**src/rtl/pipeline_hazard_ctrl_pkg.sv**
```systemverilog
// Shared types and constants for the pipeline hazard controller.
// Imported by the interface, the load-use comparator and the top.
package pipeline_ctrl_pkg;

    typedef enum logic [1:0] {
        RUN      = 2'd0,
        FLUSH    = 2'd1,
        MEM_WAIT = 2'd2
    } ctrl_state_e;

    localparam int unsigned REG_ADDR_W = 5;
    localparam logic [REG_ADDR_W-1:0] REG_ZERO = 5'd0;
    localparam int unsigned FLUSH_CNT_W = 4;

endpackage

```
**src/rtl/pipeline_hazard_ctrl_if.sv**
```systemverilog
// Hazard inputs from the pipeline registers and the control outputs
// that drive them; master is the pipeline side, slave the controller.
interface pipeline_hazard_ctrl_if;
    import pipeline_ctrl_pkg::*;

    logic [REG_ADDR_W-1:0] id_rs;
    logic [REG_ADDR_W-1:0] id_rt;
    logic                  id_uses_rt;
    logic                  ex_mem_read;
    logic [REG_ADDR_W-1:0] ex_rt;
    logic                  mem_branch_taken;
    logic                  dmem_busy;
    logic                  pc_write;
    logic                  if_id_write;
    logic                  if_id_flush;
    logic                  id_ex_flush;
    logic                  id_ex_hold;
    logic                  ex_mem_flush;
    logic                  ex_mem_hold;
    logic [1:0]            ctrl_state;

    modport master (
        output id_rs, id_rt, id_uses_rt,
        output ex_mem_read, ex_rt,
        output mem_branch_taken, dmem_busy,
        input  pc_write, if_id_write, if_id_flush,
        input  id_ex_flush, id_ex_hold,
        input  ex_mem_flush, ex_mem_hold,
        input  ctrl_state
    );

    modport slave (
        input  id_rs, id_rt, id_uses_rt,
        input  ex_mem_read, ex_rt,
        input  mem_branch_taken, dmem_busy,
        output pc_write, if_id_write, if_id_flush,
        output id_ex_flush, id_ex_hold,
        output ex_mem_flush, ex_mem_hold,
        output ctrl_state
    );

endinterface

```
**src/rtl/pipeline_hazard_ctrl_load_use.sv**
```systemverilog
// Load-use comparator: a load in ID/EX whose destination is read
// by the instruction in IF/ID. $zero never creates a dependency.
module hazard_load_use_detect
    import pipeline_ctrl_pkg::*;
(
    input  logic [REG_ADDR_W-1:0] id_rs,
    input  logic [REG_ADDR_W-1:0] id_rt,
    input  logic                  id_uses_rt,
    input  logic                  ex_mem_read,
    input  logic [REG_ADDR_W-1:0] ex_rt,
    output logic                  load_use
);

    logic rs_hit;
    logic rt_hit;

    // Match against rs always, against rt only when it is a source
    always_comb begin
        rs_hit   = (ex_rt == id_rs);
        rt_hit   = id_uses_rt && (ex_rt == id_rt);
        load_use = ex_mem_read && (ex_rt != REG_ZERO)
                   && (rs_hit || rt_hit);
    end

endmodule

```
**src/rtl/pipeline_hazard_ctrl.sv**
```systemverilog
// Stall/flush/freeze controller for the 5-stage pipeline.
// Optional HAZARD_STATS_EN adds saturating stall/flush counters.
module pipeline_hazard_ctrl
    import pipeline_ctrl_pkg::*;
#(
    parameter int unsigned FLUSH_CYCLES = 1,
    parameter int unsigned STAT_W       = 32
) (
    input  logic                 clk,
    input  logic                 reset,
`ifdef HAZARD_STATS_EN
    output logic [STAT_W-1:0]    stall_cycles,
    output logic [STAT_W-1:0]    flush_cycles,
`endif
    pipeline_hazard_ctrl_if.slave hz
);

    localparam logic [FLUSH_CNT_W-1:0] CNT_INIT =
        FLUSH_CNT_W'(FLUSH_CYCLES - 1);

    ctrl_state_e            state_q, state_d;
    logic [FLUSH_CNT_W-1:0] cnt_q, cnt_d;
    logic                   load_use;
    logic                   in_flush;
    logic                   busy;
    logic                   br;

    hazard_load_use_detect u_lu (
        .id_rs       (hz.id_rs),
        .id_rt       (hz.id_rt),
        .id_uses_rt  (hz.id_uses_rt),
        .ex_mem_read (hz.ex_mem_read),
        .ex_rt       (hz.ex_rt),
        .load_use    (load_use)
    );

    // State and flush counter registers
    always_ff @(posedge clk or negedge reset) begin
        if (!reset) begin
            state_q <= RUN;
            cnt_q   <= '0;
        end else begin
            state_q <= state_d;
            cnt_q   <= cnt_d;
        end
    end

    // Next state and controls; cases are made exclusive so the
    // priority busy > branch > load-use is explicit in the terms
    always_comb begin
        state_d         = state_q;
        cnt_d           = cnt_q;
        hz.pc_write     = 1'b0;
        hz.if_id_write  = 1'b0;
        hz.if_id_flush  = 1'b0;
        hz.id_ex_flush  = 1'b0;
        hz.id_ex_hold   = 1'b0;
        hz.ex_mem_flush = 1'b0;
        hz.ex_mem_hold  = 1'b0;
        in_flush        = (state_q == FLUSH);
        busy            = hz.dmem_busy;
        br              = hz.mem_branch_taken;
        unique case (1'b1)
            busy: begin
                hz.id_ex_hold  = 1'b1;
                hz.ex_mem_hold = 1'b1;
                state_d = in_flush ? FLUSH : MEM_WAIT;
            end
            !busy && in_flush: begin
                hz.pc_write    = 1'b1;
                hz.if_id_write = 1'b1;
                hz.if_id_flush = 1'b1;
                hz.id_ex_flush = 1'b1;
                cnt_d = cnt_q - 1'b1;
                if (cnt_q <= 1) begin
                    state_d = RUN;
                    cnt_d   = '0;
                end
            end
            !busy && !in_flush && br: begin
                hz.pc_write     = 1'b1;
                hz.if_id_write  = 1'b1;
                hz.if_id_flush  = 1'b1;
                hz.id_ex_flush  = 1'b1;
                hz.ex_mem_flush = 1'b1;
                state_d = RUN;
                cnt_d   = '0;
                if (FLUSH_CYCLES > 1) begin
                    state_d = FLUSH;
                    cnt_d   = CNT_INIT;
                end
            end
            !busy && !in_flush && !br && load_use: begin
                hz.id_ex_flush = 1'b1;
                state_d = RUN;
            end
            !busy && !in_flush && !br && !load_use: begin
                hz.pc_write    = 1'b1;
                hz.if_id_write = 1'b1;
                state_d = RUN;
            end
            default: begin
                state_d = RUN;
                cnt_d   = '0;
            end
        endcase
        if (!reset) begin
            hz.pc_write     = 1'b0;
            hz.if_id_write  = 1'b0;
            hz.if_id_flush  = 1'b0;
            hz.id_ex_flush  = 1'b0;
            hz.id_ex_hold   = 1'b0;
            hz.ex_mem_flush = 1'b0;
            hz.ex_mem_hold  = 1'b0;
        end
    end

    // Debug view of the current state
    always_comb begin
        hz.ctrl_state = state_q;
    end

`ifdef HAZARD_STATS_EN
    // Saturating counters of stalled and flushed cycles
    always_ff @(posedge clk or negedge reset) begin
        if (!reset) begin
            stall_cycles <= '0;
            flush_cycles <= '0;
        end else begin
            if (!hz.pc_write && (stall_cycles != '1))
                stall_cycles <= stall_cycles + 1'b1;
            if (hz.if_id_flush && (flush_cycles != '1))
                flush_cycles <= flush_cycles + 1'b1;
        end
    end
`endif

endmodule

```
**src/flat_wrapper.sv**
```systemverilog
// flat-port wrapper written by rule: the top's interface ports become plain ports
module pipeline_hazard_ctrl_flat import pipeline_ctrl_pkg::*;
#(
    parameter int unsigned FLUSH_CYCLES = 1,
    parameter int unsigned STAT_W       = 32
)
  (clk, reset, hz_id_rs, hz_id_rt, hz_id_uses_rt, hz_ex_mem_read, hz_ex_rt, hz_mem_branch_taken, hz_dmem_busy, hz_pc_write, hz_if_id_write, hz_if_id_flush, hz_id_ex_flush, hz_id_ex_hold, hz_ex_mem_flush, hz_ex_mem_hold, hz_ctrl_state);
  pipeline_hazard_ctrl_if hz_i ();
  input  logic clk;
  input  logic reset;
  input wire logic [$bits(hz_i.id_rs)-1:0] hz_id_rs;
  input wire logic [$bits(hz_i.id_rt)-1:0] hz_id_rt;
  input wire logic [$bits(hz_i.id_uses_rt)-1:0] hz_id_uses_rt;
  input wire logic [$bits(hz_i.ex_mem_read)-1:0] hz_ex_mem_read;
  input wire logic [$bits(hz_i.ex_rt)-1:0] hz_ex_rt;
  input wire logic [$bits(hz_i.mem_branch_taken)-1:0] hz_mem_branch_taken;
  input wire logic [$bits(hz_i.dmem_busy)-1:0] hz_dmem_busy;
  output wire logic [$bits(hz_i.pc_write)-1:0] hz_pc_write;
  output wire logic [$bits(hz_i.if_id_write)-1:0] hz_if_id_write;
  output wire logic [$bits(hz_i.if_id_flush)-1:0] hz_if_id_flush;
  output wire logic [$bits(hz_i.id_ex_flush)-1:0] hz_id_ex_flush;
  output wire logic [$bits(hz_i.id_ex_hold)-1:0] hz_id_ex_hold;
  output wire logic [$bits(hz_i.ex_mem_flush)-1:0] hz_ex_mem_flush;
  output wire logic [$bits(hz_i.ex_mem_hold)-1:0] hz_ex_mem_hold;
  output wire logic [$bits(hz_i.ctrl_state)-1:0] hz_ctrl_state;
  assign hz_i.id_rs = hz_id_rs;
  assign hz_i.id_rt = hz_id_rt;
  assign hz_i.id_uses_rt = hz_id_uses_rt;
  assign hz_i.ex_mem_read = hz_ex_mem_read;
  assign hz_i.ex_rt = hz_ex_rt;
  assign hz_i.mem_branch_taken = hz_mem_branch_taken;
  assign hz_i.dmem_busy = hz_dmem_busy;
  assign hz_pc_write = hz_i.pc_write;
  assign hz_if_id_write = hz_i.if_id_write;
  assign hz_if_id_flush = hz_i.if_id_flush;
  assign hz_id_ex_flush = hz_i.id_ex_flush;
  assign hz_id_ex_hold = hz_i.id_ex_hold;
  assign hz_ex_mem_flush = hz_i.ex_mem_flush;
  assign hz_ex_mem_hold = hz_i.ex_mem_hold;
  assign hz_ctrl_state = hz_i.ctrl_state;
  pipeline_hazard_ctrl #(.FLUSH_CYCLES(FLUSH_CYCLES), .STAT_W(STAT_W)) u_core (.clk(clk), .reset(reset), .hz(hz_i));
endmodule
```
**config.mk**
```make
export PLATFORM = sky130hd
export DESIGN_NAME = pipeline_hazard_ctrl_flat
export DESIGN_NICKNAME = d
export VERILOG_FILES = /design/src/rtl/pipeline_hazard_ctrl_pkg.sv /design/src/rtl/pipeline_hazard_ctrl_if.sv /design/src/rtl/pipeline_hazard_ctrl_load_use.sv /design/src/rtl/pipeline_hazard_ctrl.sv /design/src/flat_wrapper.sv
export SDC_FILE = /design/constraint.sdc
export NUM_CORES = 1
export LEC_CHECK = 0
export CAP_MARGIN = 20
export CORE_AREA = 2 2 39 41
export CTS_BUF_LIST = sky130_fd_sc_hd__clkbuf_8
export DETAILED_ROUTE_END_ITERATION = 10
export DIE_AREA = 0 0 41 43
export PLACE_DENSITY = 0.82
export SETUP_SLACK_MARGIN = 0.5
export SLEW_MARGIN = 20
export SYNTH_ARGS = -nofsm -noshare
export SYNTH_HDL_FRONTEND = slang
export SYNTH_HIERARCHICAL = 1
export SYNTH_SLANG_ARGS = --single-unit
```
**constraint.sdc**
```tcl
create_clock -name clk -period 2.8 [get_ports clk]
set_input_delay 0.28 -clock clk [delete_from_list [all_inputs] [get_ports clk]]
set_output_delay 0.28 -clock clk [all_outputs]
set_load 0.005 [all_outputs]
```
==> Implementation_results.wiki, run 1 <==
{| class="wikitable"
! Metric !! Value
|-
| Final count of hold timing violations || 0
|-
| Nets || 113
|-
| Standard-cell row count || 14
|-
| Worst Path Arrival || 1790 ps
|-
| Final critical delay including setup and external delays || 2070 ps
|-
| TritonCTS clock tree || built
|-
| Maximum net fanout on the critical path || 3
|-
| Number of H-tree branching levels || 1
|-
| Mean Syn Cell Area || 9.11 µm²
|-
| Switching Power || 59.4 µW
|-
| Number of buffers inserted by hold repair at cts || 0
|-
| Clk Tree Root Cell || sky130_fd_sc_hd__clkbuf_8
|-
| Number of flops mapped to enable cells by yosys || 0
|-
| Overflow left after global routing || 0
|-
| Most frequent cells in the layout || sky130_fd_sc_hd__clkdlybuf4s50_1, sky130_fd_sc_hd__xor2_1, sky130_fd_sc_hd__dlygate4sd2_1, sky130_fd_sc_hd__nor2_1, sky130_fd_sc_hd__dfrtp_1
|-
| P_int || 224 µW
|-
| Cell with the biggest individual delay on the critical path || sky130_fd_sc_hd__or4_1
|-
| Ports || 30
|-
| CP startpoint kind || input port
|-
| Post-placement setup slack || 302 ps
|-
| Overall power after layout || 283 µW
|-
| Setup clock skew after layout || 0.649 ps
|-
| Remaining antenna violation count || 0
|-
| Critical Path Stages || 8
|-
| Fill cell total of the finished layout || 130
|-
| Xor/xnor cell area share of the yosys netlist || 0.169
|-
| Share of flip-flops with an asynchronous set or reset || 1.00
|-
| Adder-cell share of the synthesized area || 0.0482
|-
| Number of flip-flops and latches in the synthesized netlist || 6
|-
| Result of the run || completed
|-
| Fraction of layout cells with a size suffix above 1 || 0.125
|-
| Proportion of power drawn by combinational gates || 0.248
|-
| Max-Slew Margin vs Limit || 0.790
|-
| Critical path data required time || 2520 ps
|-
| Delay of the slowest critical-path stage || 520 ps
|-
| Area taken by flip-flops and latches || 150 µm²
|-
| Unrepaired setup endpoints after global routing || no
|-
| Number of buffers and inverters on the critical path || 3
|-
| CTS sink count || 6
|-
| Number of buffers inserted by port buffering || 29
|-
| Number of instances in the synthesized netlist || 57
|-
| Die Span X || 41 µm
|-
| Crit end category || primary output
|-
| Maximum vdd drop || 0.000181 V
|-
| Final HPWL DP || 1010 µm
|-
| Worst reg2reg path depth || 5
|-
| Seq/Total Area, Yosys || 0.289
|-
| Drt via density || 5.10
|-
| Post-synthesis instance area || 519 µm²
|-
| Number of setup violations in the final report || 0
|-
| Fraction of power consumed by sequential logic || 0.314
|-
| Crit path cell chain || dlygate4sd2_1, or4_1, o21ai_1, a21oi_2, buf_4, nor3_1, nor2_1, dlymetal6s2s_1
|-
| Signed area change from the synthesized netlist to the final layout || 66.5%
|-
| Transition at the pin with the smallest max-transition slack || 310 ps
|-
| Post-synthesis cell type count || 27
|-
| Clk pin slew, worst setup/hold paths || 30 ps
|-
| Proportion of power drawn by the clock network || 0.438
|-
| Highest Clock Rate || 484 MHz
|-
| Initial core utilization || 0.375
|-
| Post-synthesis net count || 80
|-
| Total global-route track usage || 0.160
|-
| Multiplexer fraction of the synthesized cell area || 0.0386
|-
| Standby leakage power || 0.000406 µW
|-
| Gp weighted congestion || 0.698
|-
| Warnings, synthesis || 6
|-
| Classification of the worst-slack hold path || in2async
|-
| Number of antenna violations at the first check in global routing || 0
|-
| DRC viols || 0
|-
| Compound-Gate Fraction of Synth Area || 0.161
|-
| Number of iterations in the first detailed-routing pass || 4
|-
| Number of antenna cells inserted || 0
|-
| Maximum clock path buffer count || 2
|-
| Kind of cell with the highest combined delay on the critical path || simple AND/OR/NAND/NOR gates
|-
| Synth Area in Simple Gates || 0.214
|-
| Areal power density over the cells || 327 nW/µm²
|-
| Via count of the first global-routing pass || 496
|-
| Number of buffers created by CTS || 3
|-
| Via Count || 530
|-
| Clock network latency to the later pin of the worst-skew pair || 220 ps
|-
| Commonest non-fill, non-tap cell in the layout || sky130_fd_sc_hd__clkdlybuf4s50_1
|-
| Drt wl/cell || 11.5 µm
|-
| Number of max-slew violations in the final report || 0
|-
| Area of the placeable core || 1380 µm²
|-
| Dominant combinational cell family by area after synthesis || simple AND/OR/NAND/NOR gates
|-
| Most used flip-flop cell after synthesis || sky130_fd_sc_hd__dfrtp_1
|-
| Multi-input logic area || 335 µm²
|-
| Wire length after detailed routing || 1200 µm
|-
| Max cap viols || 0
|-
| First-pass GRT wire length || 1940 µm
|-
| Sw frac || 0.210
|-
| Crit path kind || in2out
|-
| Setup WS post-layout || 734 ps
|-
| Summed negative setup slack over all endpoints || 0 ps
|-
| Die outline area || 1760 µm²
|-
| Starting DRC count in detailed routing || 5
|-
| Die Y || 43 µm
|-
| Crit share post-route || 0.738
|-
| Maximum number of pins on one net before global-route repair || 10
|}
sequential cells by signal, indices dropped and copies added, names as in the netlist:
signal                flops
u_core/cnt_q              4
u_core/hz.ctrl_state      2
Yosys cell counts (all sizes together) (2+ instances only):
library cell,instances,area share
buf,3,0.051
inv,4,0.029
xnor2,3,0.051
mux2i,2,0.039
o21ai,2,0.019
ha,2,0.048
nor2,6,0.043
nor3,3,0.039
xor2,7,0.12
nor3b,2,0.029
o2bb2ai,2,0.034
nand3,2,0.019
dfrtp,6,0.29
a21oi,3,0.029
cell families after synthesis:
kind of cell	after synthesis
xor gates and xnor gates	10
and+or+nand+nor	18
AOI/OAI and AO/OA	12
adders and majority gates	2
buffers and inverters	7
muxes	2
DFF	6
stage by stage:
stage / hold WS [ps] / cell area, µm² / cells / util
finish: 343 / 865 / 104 / 0.625
global route: 356 / 865 / 104 / 0.625
CTS: 346 / 852 / 103 / 0.616
detailed placement: 571 / 811 / 100 / 0.586
global placement: 560 / 811 / 100 / 0.586
floorplan: -15.6 / 519 / 57 / -
area by class of cell:
cell class | count | area share
inverters | 4 | 0.0174
multi-input cells | 44 | 0.388
well taps | 16 | 0.0232
repair buffers | 31 | 0.350
clock buffers | 3 | 0.0478
flip-flops and latches | 6 | 0.174
path summary, 6_finish.rpt:
kind / slack (ps) / from / end
min in group clk: 580 / u_core/hz.ctrl_state[1] / u_core/hz.ctrl_state[1]
hold / removal: 340 / reset / u_core/hz.ctrl_state[1]
setup reg to reg: 1480 / u_core/cnt_q[0] / u_core/cnt_q[1]
max in group asynchronous: 2340 / reset / u_core/cnt_q[0]
setup / recovery: 730 / hz_ex_rt[1] / hz_id_ex_flush
hold reg to reg: 580 / u_core/hz.ctrl_state[1] / u_core/hz.ctrl_state[1]
timing repair:
item	4_1_cts	5_1_grt
setup buffers	0	1
cloned	0	0
resized for setup	8	2
setup endpoints to repair	3	2
pin swaps	2	3
metal layers:
| metal | GRT usage | up-vias | wire length (µm) |
|---|---|---|---|
| met2 | 0.259 | 28 | 644 |
| met1 | 0.179 | 235 | 436 |
| li1 | - | 267 | - |
| met5 | 0 | - | 0 |
| met3 | 0.0471 | 0 | 115 |
| met4 | 0.0800 | 0 | 0 |
power groups by stage:
stage,clock [µW],combinational (µW),sequential [µW]
6_report,124,70.3,88.7
3_5_place_dp,0,72.6,89.8
2_1_floorplan,0,24.6,89.9
3_3_place_gp,0,71.4,89.7
5_1_grt,133,76.9,88.7
4_1_cts,129,70.7,88.8
No activity file was read; power rests on OpenSTA's default activity.
==> run 2: changes to the inputs <==
--- a/config.mk
+++ b/config.mk
@@ -6,11 +6,10 @@
 export NUM_CORES = 1
 export LEC_CHECK = 0
 export CAP_MARGIN = 20
-export CORE_AREA = 2 2 39 41
+export CORE_UTILIZATION = 38
 export CTS_BUF_LIST = sky130_fd_sc_hd__clkbuf_8
 export DETAILED_ROUTE_END_ITERATION = 10
-export DIE_AREA = 0 0 41 43
-export PLACE_DENSITY = 0.82
+export PLACE_DENSITY = 0.8
 export SETUP_SLACK_MARGIN = 0.5
 export SLEW_MARGIN = 20
 export SYNTH_ARGS = -nofsm -noshare
==> constraint.sdc (replaced) <==
create_clock -name clk -period 2 [get_ports clk]
set_input_delay 0.2 -clock clk [delete_from_list [all_inputs] [get_ports clk]]
set_output_delay 0.2 -clock clk [all_outputs]
set_load 0.005 [all_outputs]
==> Implementation_results.wiki, run 2 (same netlist as run 1, synthesis figures left out) <==
{| class="wikitable"
! Metric !! Value
|-
| Overflow left after global routing || 0
|-
| Crit end category || primary output
|-
| Standby leakage power || 0.000450 µW
|-
| Number of setup violations in the final report || 0
|-
| Die Span X || 39.0 µm
|-
| Drt wl/cell || 13.8 µm
|-
| Area taken by flip-flops and latches || 150 µm²
|-
| Number of max-slew violations in the final report || 0
|-
| Number of iterations in the first detailed-routing pass || 3
|-
| Unrepaired setup endpoints after global routing || yes
|-
| Maximum vdd drop || 0.000255 V
|-
| Wire length after detailed routing || 1550 µm
|-
| Number of H-tree branching levels || 1
|-
| Kind of cell with the highest combined delay on the critical path || simple AND/OR/NAND/NOR gates
|-
| Final count of hold timing violations || 0
|-
| Most frequent cells in the layout || sky130_fd_sc_hd__buf_4, sky130_fd_sc_hd__clkdlybuf4s50_1, sky130_fd_sc_hd__dlygate4sd2_1
|-
| Fill cell total of the finished layout || 88
|-
| Signed area change from the synthesized netlist to the final layout || 82.9%
|-
| Placed cells || 103
|-
| Number of buffers and inverters on the critical path || 3
|-
| Number of antenna cells inserted || 0
|-
| Crit path cell chain || buf_8, or4_4, o21ai_2, a21oi_2, buf_4, a21oi_2, buf_2
|-
| Final critical delay including setup and external delays || 1650 ps
|-
| CP startpoint kind || input port
|-
| Critical path data required time || 1800 ps
|-
| Max-Slew Margin vs Limit || 0.795
|-
| Die outline area || 1520 µm²
|-
| Overall power after layout || 418 µW
|-
| Crit path kind || in2out
|-
| Critical Path Most Common Cell || sky130_fd_sc_hd__a21oi_2
|-
| Setup clock skew after layout || 2.61 ps
|-
| Delay of the slowest critical-path stage || 520 ps
|-
| Clock network latency to the later pin of the worst-skew pair || 220 ps
|-
| Share of the core filled with cells in the final layout || 0.801
|-
| Commonest non-fill, non-tap cell in the layout || sky130_fd_sc_hd__buf_4
|-
| Nets || 123
|-
| Ports || 30
|-
| Number of buffers created by CTS || 3
|-
| Maximum number of pins on one net before global-route repair || 9
|-
| Initial core utilization || 0.438
|-
| Setup WS post-layout || 346 ps
|-
| Number of buffers inserted by port buffering || 29
|-
| Classification of the worst-slack hold path || in2async
|-
| DRC viols || 0
|-
| Cell with the biggest individual delay on the critical path || sky130_fd_sc_hd__or4_4
|-
| TritonCTS clock tree || built
|-
| Areal power density over the cells || 440 nW/µm²
|-
| CTS sink count || 6
|-
| Largest register by flop count || u_core/cnt_q
|-
| Launching element of the worst setup path || hz_ex_rt[3]
|-
| First-pass GRT wire length || 2530 µm
|-
| Via Count || 570
|-
| Gp weighted congestion || 0.739
|-
| Drt via density || 5.09
|-
| Starting DRC count in detailed routing || 2
|-
| Clk pin slew, worst setup/hold paths || 40 ps
|-
| Final HPWL DP || 1060 µm
|-
| Standard-cell row count || 12
|-
| Number of antenna violations at the first check in global routing || 0
|-
| Area of the placeable core || 1190 µm²
|-
| Maximum net fanout on the critical path || 2
|-
| Die Y || 39.0 µm
|-
| Post-route non-filler standard cell count || 112
|-
| Remaining antenna violation count || 0
|-
| Max cap viols || 0
|-
| Multi-input logic area || 375 µm²
|-
| Clk Tree Root Cell || sky130_fd_sc_hd__clkbuf_8
|-
| Via count of the first global-routing pass || 556
|-
| Largest register FFs || 4
|-
| Startpoint of the worst-slack reg-to-reg timing path || u_core/cnt_q[0]
|-
| Transition at the pin with the smallest max-transition slack || 306 ps
|-
| Fraction of layout cells with a size suffix above 1 || 0.398
|-
| Highest Clock Rate || 605 MHz
|-
| Crit share post-route || 0.827
|-
| Total global-route track usage || 0.263
|-
| Result of the run || completed
|-
| Maximum clock path buffer count || 2
|-
| Worst Path Arrival || 1450 ps
|-
| Post-placement setup slack || -313 ps
|}
## run 2: changes by cell type in the layout (fill, tap and decap cells not counted), sizes merged
cell / change
buf: +18
clkbuf: +1
clkdlybuf4s15: +3
clkdlybuf4s50: -12
dlygate4sd2: +2
dlymetal6s2s: -2
## run 2: worst register-to-register path, stage by stage (launching register included)
cell	delay [ps]
sky130_fd_sc_hd__dfrtp_1	400
sky130_fd_sc_hd__inv_1	110
sky130_fd_sc_hd__ha_1	200
sky130_fd_sc_hd__nor2_1	90
sky130_fd_sc_hd__o311ai_2	290
sky130_fd_sc_hd__o22ai_1	130
## run 2: area by class of cell
type                    count  area share
repair buffers             41       0.369
inverters                   4      0.0158
clock buffers               3      0.0435
flip-flops and latches      6       0.158
multi-input cells          44       0.395
well taps                  14      0.0184
## run 2: layer usage
metal / global-route usage / part of all wire / wire length, µm
met1: 0.300 / 0.42 / 655
met2: 0.429 / 0.50 / 773
met3: 0.0751 / 0.055 / 85
met4: 0.155 / 0.022 / 34
met5: 0 / 0 / 0
## run 2: power by group
part	internal (µW)	switching [µW]	total, µW
sequential	123	1.02	124
clock	129	50.8	180
combinational	68.8	45.3	114
## run 2: timing repair
action,4_1_cts,5_1_grt
buffers inserted,4,2
hold buffers,0,0
resized for setup,58,8
endpoints found under the setup margin,7,8
pin swaps,10,6
## run 2: path summary, 6_finish.rpt
kind	endpoint	slack [ps]	cells after the start
worst max-delay path	hz_if_id_write	350	7
min in group clk	u_core/hz.ctrl_state[1]	520	4
worst max register to register	u_core/cnt_q[1]	650	5
worst min register to register	u_core/cnt_q[1]	610	2
worst min-delay path	u_core/hz.ctrl_state[0]	130	3
max in group asynchronous	u_core/cnt_q[1]	1740	3
## run 2: metrics by stage
stage	cell area, µm²	setup TNS, ps	hold WS [ps]
global placement	846	-883	542
finish	950	0	128
CTS	920	0	48.9
global route	950	0	137
detailed placement	846	-909	531
floorplan	519	0	-95.6
